--- src/rtl/uart_tx.sv ---
// UART serial transmitter: start, LSB-first data, optional parity, stop.
// One bit per baud clock; back-to-back frames accepted during STOP.
module uart_tx #(
    parameter int DATA_WIDTH = 8
) (
    input  logic                  clk,
    input  logic                  reset,
    input  logic [DATA_WIDTH-1:0] P_DATA,
    input  logic                  Data_Valid,
    input  logic                  PAR_EN,
    input  logic                  PAR_TYP,
    output logic                  TX_OUT,
    output logic                  busy
);

    localparam int CW = (DATA_WIDTH > 1) ? $clog2(DATA_WIDTH) : 1;
    localparam logic [CW-1:0] LAST = CW'(DATA_WIDTH - 1);

    typedef enum logic [2:0] {
        IDLE,
        START,
        DATA,
        PARITY,
        STOP
    } state_t;

    state_t                state_q, state_d;
    logic [DATA_WIDTH-1:0] data_q, data_d;
    logic                  par_q, par_d;
    logic                  par_en_q, par_en_d;
    logic [CW-1:0]         cnt_q, cnt_d;
    logic                  tx_d, busy_d;
    logic                  accept;

    assign accept = Data_Valid && (state_q == IDLE || state_q == STOP);

    always_ff @(posedge clk or posedge reset) begin
        if (reset) begin
            state_q  <= IDLE;
            data_q   <= '0;
            par_q    <= 1'b0;
            par_en_q <= 1'b0;
            cnt_q    <= '0;
            TX_OUT   <= 1'b1;
            busy     <= 1'b0;
        end else begin
            state_q  <= state_d;
            data_q   <= data_d;
            par_q    <= par_d;
            par_en_q <= par_en_d;
            cnt_q    <= cnt_d;
            TX_OUT   <= tx_d;
            busy     <= busy_d;
        end
    end

    always_comb begin
        state_d  = state_q;
        data_d   = data_q;
        par_d    = par_q;
        par_en_d = par_en_q;
        cnt_d    = cnt_q;
        tx_d     = 1'b1;
        busy_d   = 1'b0;

        unique case (state_q)
            IDLE, STOP: begin
                if (accept) begin
                    state_d  = START;
                    data_d   = P_DATA;
                    par_en_d = PAR_EN;
                    par_d    = (^P_DATA) ^ PAR_TYP;
                end else begin
                    state_d = IDLE;
                end
            end
            START: begin
                state_d = DATA;
                cnt_d   = '0;
            end
            DATA: begin
                if (cnt_q == LAST) begin
                    state_d = par_en_q ? PARITY : STOP;
                end else begin
                    cnt_d = cnt_q + CW'(1);
                end
            end
            PARITY: state_d = STOP;
            default: state_d = IDLE;
        endcase

        // Outputs are decoded from the next state so they leave a register.
        unique case (state_d)
            START:   tx_d = 1'b0;
            DATA:    tx_d = data_d[cnt_d];
            PARITY:  tx_d = par_d;
            default: tx_d = 1'b1;
        endcase
        busy_d = (state_d != IDLE);
    end

endmodule

--- config.mk ---
export PLATFORM = sky130hd
export DESIGN_NAME = uart_tx
export DESIGN_NICKNAME = d
export VERILOG_FILES = /design/src/rtl/uart_tx.sv
export SDC_FILE = /design/constraint.sdc
export NUM_CORES = 1
export LEC_CHECK = 0
export CORE_MARGIN = 5
export CORE_UTILIZATION = 52
export DETAILED_ROUTE_END_ITERATION = 12
export HOLD_SLACK_MARGIN = 0.06
export PLACE_DENSITY = 0.77
export SYNTH_ARGS = -nofsm -noshare
export SYNTH_HDL_FRONTEND = slang
export SYNTH_SLANG_ARGS = --single-unit
--- constraint.sdc ---
create_clock -name clk -period 3.45 [get_ports clk]
set_input_delay 0.345 -clock clk [delete_from_list [all_inputs] [get_ports clk]]
set_output_delay 0.345 -clock clk [all_outputs]
set_load 0.02 [all_outputs]
==> impl_metrics.yaml, run 1 <==
outcome:
  outcome: "complete, no violations"
power:
  power-per-cell-area_nw_per_um2: 799
  clock_power_share: 0.117
  ir_worst_vdd_v: 0.000438
  p_seq_frac: 0.436
  p_sw_frac: 0.383
  power_mw: 0.928
  power_switching_mw: 0.355
  p_int_mw: 0.572
  combPwrFrac: 0.447
  p_leak_nw: 0.489
drt:
  wl_met1_um: 782
  wl_mm: 1.92
  vias: 729
  via_per_inst: 5.65
  drc_errors: 0
  dr_wl_met2_mm: 1.01
  drt-wirelength-per-cell_um: 14.8
  ant_nets: 0
  first_pass_iters: 4
  wl_met3_um: 65
  drt-initial-drc-count: 17
  top_layer: "met4"
placed_design:
  dp_cells: 125
  place_area_um2: 1130
  gp_congestion: 0.852
  dp_hpwl_mm: 1.50
  io_buffers: 14
  dpl_worst_slack_ns: 0.854
worst_setup_path:
  r2r_cells: 7
  crit_arrival_ns: 2.83
  startpoint_type: "flop"
  worstSetupStartpoint: "cnt_q[0]"
  r2r-end: "TX_OUT"
  endpoint: "TX_OUT"
  path_class: "flop to flop"
  rrSetupSlack_ns: 0.84
  critPathMaxFanout: 6
  cp.required_ns: 3.67
  rr_startpoint: "cnt_q[0]"
  critPathCaptureType: "flop"
clocking:
  insertion_delay_ns: 0.29
  clockRootBuffer: "clkbuf_4"
  cts_inserted_buffers: 3
  path_clk_slew_ns: 0.10
  cts_tree: "yes"
  cts_hold_buffers: 0
  cts.path.max_buffers: 2
  cts_setup_buffers: 0
  clock_sinks: 18
  htree_levels: 1
  cts_resized: 0
yosys:
  postSynthAreaPerCell_um2: 11.1
  synth_xor_area_frac: 0.0799
  yosysWarnings: 0
  synth.area.top_cells: "dfrtp_1 (43%), mux2_1 (9.1%), xnor2_1 (6.2%)"
  synthMuxAreaShare: 0.145
  yosys.area_share.adder: 0.0127
  synth_top_family_by_area: "simple AND/OR/NAND/NOR gates"
  yosys.area_share.simple: 0.161
  syn_nets: 103
  yosys.area.top_type: "dfrtp_1"
  synth_compound_area_frac: 0.109
  ys_seq_elements: 18
  synth-seq-area-share: 0.458
  yosys.area.top_type_share: 0.431
  syn_inst: 89
  syn_area_um2: 986
  ys_types: 36
timing:
  hold_ws_ns: 0.459
  fin_skew_ns: 0.00863
  hold_viol: 0
  max_slew_margin: 0.548
  rsz0062_at_grt: "no"
  fin_ws_ns: 0.845
  setup_viol: 0
  drv_slew: 0
  setup_tns_ns: 0
  timing.fmax_mhz: 384
  period_share: 0.755
  tightest_slew_ns: 0.677
  period_minus_slack_ns: 2.61
finish:
  fin_util: 0.658
  fillCellCount: 156
  syn2layout_area_growth_pct: 17.8
  drive_gt1_frac: 0.0962
  stdcell_count: 129
  nNetsFinal: 119
  final_area_um2: 1160
  antenna_cells: 0
floorplan:
  dieArea_um2: 2870
  die-height_um: 53.5
  die_x_um: 53.5
  start_util: 0.559
  ios: 15
  core-area_um2: 1760
  num_rows: 15
run:
  maxCapViolations: 0
global_route:
  overflow: 0
  grt_max_degree: 19
  grt_pass1_vias: 756
  grt_pass1_wl_mm: 3.35
  grt_use_total: 0.162
  antenna_found_initial: 0
hold_path:
  min_path_type: "primary input to asynchronous set/reset pin"
[placed cells by master, fill, tap and decap left out, types with 2 or more instances in the layout]
| cell | count |
|---|---|
| nor2_1 | 5 |
| mux2_1 | 8 |
| nand3_1 | 2 |
| xnor2_1 | 7 |
| dfrtp_1 | 17 |
| nand2b_1 | 3 |
| a21oi_1 | 4 |
| nand2_1 | 5 |
| inv_1 | 3 |
| o21ai_1 | 3 |
| o21ai_0 | 3 |
| clkdlybuf4s50_1 | 14 |
| xor2_1 | 2 |
| a311oi_1 | 2 |
| clkbuf_4 | 3 |
| mux2i_1 | 3 |
[synth_stat cells]
| cell type | n |
|---|---|
| buf_6 | 1 |
| mux4_2 | 1 |
| nand2b_1 | 3 |
| nor2b_1 | 1 |
| buf_1 | 1 |
| nand2_1 | 5 |
| dfrtp_1 | 17 |
| mux2_1 | 8 |
| a211o_1 | 1 |
| or2_1 | 1 |
| mux2i_1 | 3 |
| xor2_1 | 2 |
| o21a_1 | 1 |
| dfstp_2 | 1 |
| nand3_4 | 1 |
| and3_1 | 1 |
| o21ai_1 | 3 |
| or2_0 | 1 |
| o22ai_1 | 1 |
| nor3b_1 | 1 |
| or4_4 | 1 |
| nor2_1 | 5 |
| a21oi_1 | 4 |
| inv_1 | 3 |
| a31o_1 | 1 |
| ha_1 | 1 |
| nor2_2 | 1 |
| xnor2_1 | 7 |
| o21ai_0 | 3 |
| nand3b_1 | 1 |
| a21o_2 | 1 |
| nand3_1 | 2 |
| nor4b_1 | 1 |
| and2_4 | 1 |
| buf_4 | 1 |
| a311oi_1 | 2 |
[power groups by stage]
| stage | Clock [mW] | Sequential [mW] | Combinational, mW |
|---|---|---|---|
| finish | 0.108 | 0.404 | 0.415 |
| global route | 0.124 | 0.418 | 0.459 |
| CTS | 0.109 | 0.403 | 0.421 |
| detailed placement | 0 | 0.408 | 0.419 |
| global placement | 0 | 0.402 | 0.403 |
| floorplan | 0 | 0.380 | 0.340 |
[per-layer routing]
layer,GRT usage,vias up
li1,-,344
met1,0.184,357
met2,0.286,19
met3,0.0277,9
met4,0.0894,0
met5,0,-
[worst max-delay path, cell delays in order (launching register included)]
cell and delay [ns]:
dfrtp_1 0.42, ha_1 0.29, and2_4 0.20, or4_4 0.49, nand3_4 0.14, mux4_2 0.51
or2_0 0.21, a211o_1 0.29
[registers in the layout, summed over array words and instances (netlist names)]
register,count
data_q,8
cnt_q,3
state_q,3
TX_OUT,1
busy,1
par_en_q,1
par_q,1
[worst min path at each step]
stage / start / to / slack [ns] / cells past startpoint
after global routing: reset / par_q / 0.53 / 2
after floorplan: reset / busy / 0.28 / 1
after CTS: reset / data_q[0] / 0.48 / 2
after global placement: data_q[3] / data_q[3] / 0.47 / 1
final: reset / par_q / 0.46 / 2
after detailed placement: data_q[2] / data_q[2] / 0.49 / 1
[cells by family after synthesis]
logic type | after synthesis
AOI/OAI and AO/OA | 17
xor gates and xnor gates | 9
adders and majority gates | 1
buffers and inverters | 6
DFF | 18
muxes | 12
and+or+nand+nor | 26
[layout make-up]
| class | count | area (µm²) | share of cell area |
|---|---|---|---|
| multi-input combinational | 65 | 500 | 0.431 |
| sequential | 18 | 452 | 0.389 |
| timing repair buffer | 14 | 140 | 0.121 |
| tap | 25 | 31.3 | 0.0269 |
| clock buffer | 4 | 26.3 | 0.0226 |
| inverter | 3 | 11.3 | 0.00970 |
No activity file was read; power rests on OpenSTA's default activity.
==> run 2, diff against run 1 <==
==> constraint.sdc (replaced) <==
create_clock -name clk -period 2.7 [get_ports clk]
set_input_delay 0.27 -clock clk [delete_from_list [all_inputs] [get_ports clk]]
set_output_delay 0.27 -clock clk [all_outputs]
set_load 0.02 [all_outputs]
==> run 2 against run 1 <==
Against the previous run:
- sequential power rose by 25%
- first-iteration DRC count shrank 53%
- utilization increased by 0.85 points
- clock skew rose by 0.0045 ns
- sequential cell count stayed put
- setup slack worse by 0.72 ns
- power up 27%
- non-clock buffer count grew 2
- wire length decreased by 7.1%
- sequential share of layout area down 0.50 points
- critical endpoint unchanged
==> impl_metrics.yaml, run 2 (synthesized netlist as in run 1, its figures left out) <==
global_route:
  grt_pass1_vias: 749
  grt_use_total: 0.150
  grt_max_degree: 19
  overflow: 0
  antenna_found_initial: 0
  grt_pass1_wl_mm: 3.11
timing:
  setup_tns_ns: 0
  period_share: 0.952
  hold_viol: 0
  fin_skew_ns: 0.0132
  tightest_slew_ns: 0.684
  rsz0062_at_grt: "no"
  timing.fmax_mhz: 389
  drv_slew: 0
  period_minus_slack_ns: 2.57
  setup_viol: 0
  max_slew_margin: 0.543
placed_design:
  dp_hpwl_mm: 1.42
  dp_cells: 127
  gp_congestion: 0.853
  io_buffers: 14
finish:
  final_common_cell: "dfrtp_1"
  largest_register_ffs: 8
  top_register: "data_q"
  fillCellCount: 146
  stdcell_count: 131
  antenna_cells: 0
  syn2layout_area_growth_pct: 19.3
  top_regs: "data_q (8), cnt_q (3), state_q (3)"
  nNetsFinal: 121
  layout_common_cells: "dfrtp_1 (17), clkdlybuf4s50_1 (14), mux2_1 (8)"
  drive_gt1_frac: 0.113
  fin_util: 0.667
power:
  p_leak_nw: 0.499
  ir_worst_vdd_v: 0.000589
  power-per-cell-area_nw_per_um2: 1000
worst_setup_path:
  startpoint_type: "flop"
  rrSetupSlack_ns: 0.13
  path_cells: "ha_1 > and2_4 > or4_4 > nand3_4 > mux4_2 > or2_0 > a211o_1"
  critical-path-max-stage-delay_ns: 0.50
  rr_startpoint: "cnt_q[0]"
  crit_arrival_ns: 2.78
  critPathMaxFanout: 6
  cpMaxStageDelayCell: "or4_4"
  critPathCaptureType: "flop"
  cp.required_ns: 2.91
  path_class: "flop to flop"
  worstSetupStartpoint: "cnt_q[0]"
floorplan:
  die_x_um: 53.5
  dieArea_um2: 2870
  start_util: 0.559
  num_rows: 15
  die-height_um: 53.5
  ios: 15
  core-area_um2: 1760
drt:
  ant_nets: 0
  first_pass_iters: 4
  via_per_inst: 5.43
  drt-wirelength-per-cell_um: 13.6
  vias: 711
  drt-initial-drc-count: 8
  wl_mm: 1.78
  drc_errors: 0
clocking:
  cts_tree: "yes"
  insertion_delay_ns: 0.28
  cts_setup_buffers: 0
  cts_hold_buffers: 0
  clockRootBuffer: "clkbuf_4"
  cts_resized: 0
  cts.path.max_buffers: 2
  clock_sinks: 18
  cts_inserted_buffers: 3
  htree_levels: 1
  path_clk_slew_ns: 0.10
outcome:
  outcome: "complete, no violations"
hold_path:
  min_path_type: "primary input to asynchronous set/reset pin"
run:
  maxCapViolations: 0
run 2: final timing paths:
check / cells past startpoint / to
setup / recovery: 7 / TX_OUT
min in group clk: 1 / data_q[1]
setup reg to reg: 7 / TX_OUT
hold reg to reg: 1 / data_q[1]
hold / removal: 2 / par_q
max in group asynchronous: 2 / cnt_q[0]
run 2: report_power, final:
group	leakage, nW	internal, mW	switching, mW
clock network	0.0150	0.0572	0.0735
registers	0.216	0.402	0.103
logic	0.267	0.282	0.264
run 2: cell type report:
| cell class | count | area [µm²] | share of cell area |
|---|---|---|---|
| inverter | 3 | 11.3 | 0.00957 |
| timing repair buffer | 16 | 155 | 0.132 |
| tap | 25 | 31.3 | 0.0266 |
| sequential | 18 | 452 | 0.384 |
| multi-input combinational | 65 | 500 | 0.426 |
| clock buffer | 4 | 26.3 | 0.0223 |
run 2: worst max-delay path, delay by kind of cell (launching register included):
kind | cells | cell delay, ns
AOI/OAI and AO/OA | 1 | 0.29
adders and majority gates | 1 | 0.28
DFF | 1 | 0.42
muxes | 1 | 0.49
and+or+nand+nor | 4 | 1.04
run 2: layer usage:
layer  global-route usage  up-vias  share of wire
li1                     -      351              -
met1                0.182      331           0.42
met2                0.249       23           0.50
met3               0.0360        6          0.051
met4               0.0723        0          0.022
met5                    0        -              0
run 2: per-stage QoR:
step	area (µm²)	power, mW	setup slack [ns]	hold WS [ns]
after floorplan	986	0.919	0.232	0.208
after global placement	1150	1.04	0.178	0.474
after detailed placement	1150	1.06	0.141	0.485
after CTS	1180	1.20	0.128	0.401
after global routing	1180	1.28	0.0514	0.432
final	1180	1.18	0.130	0.376
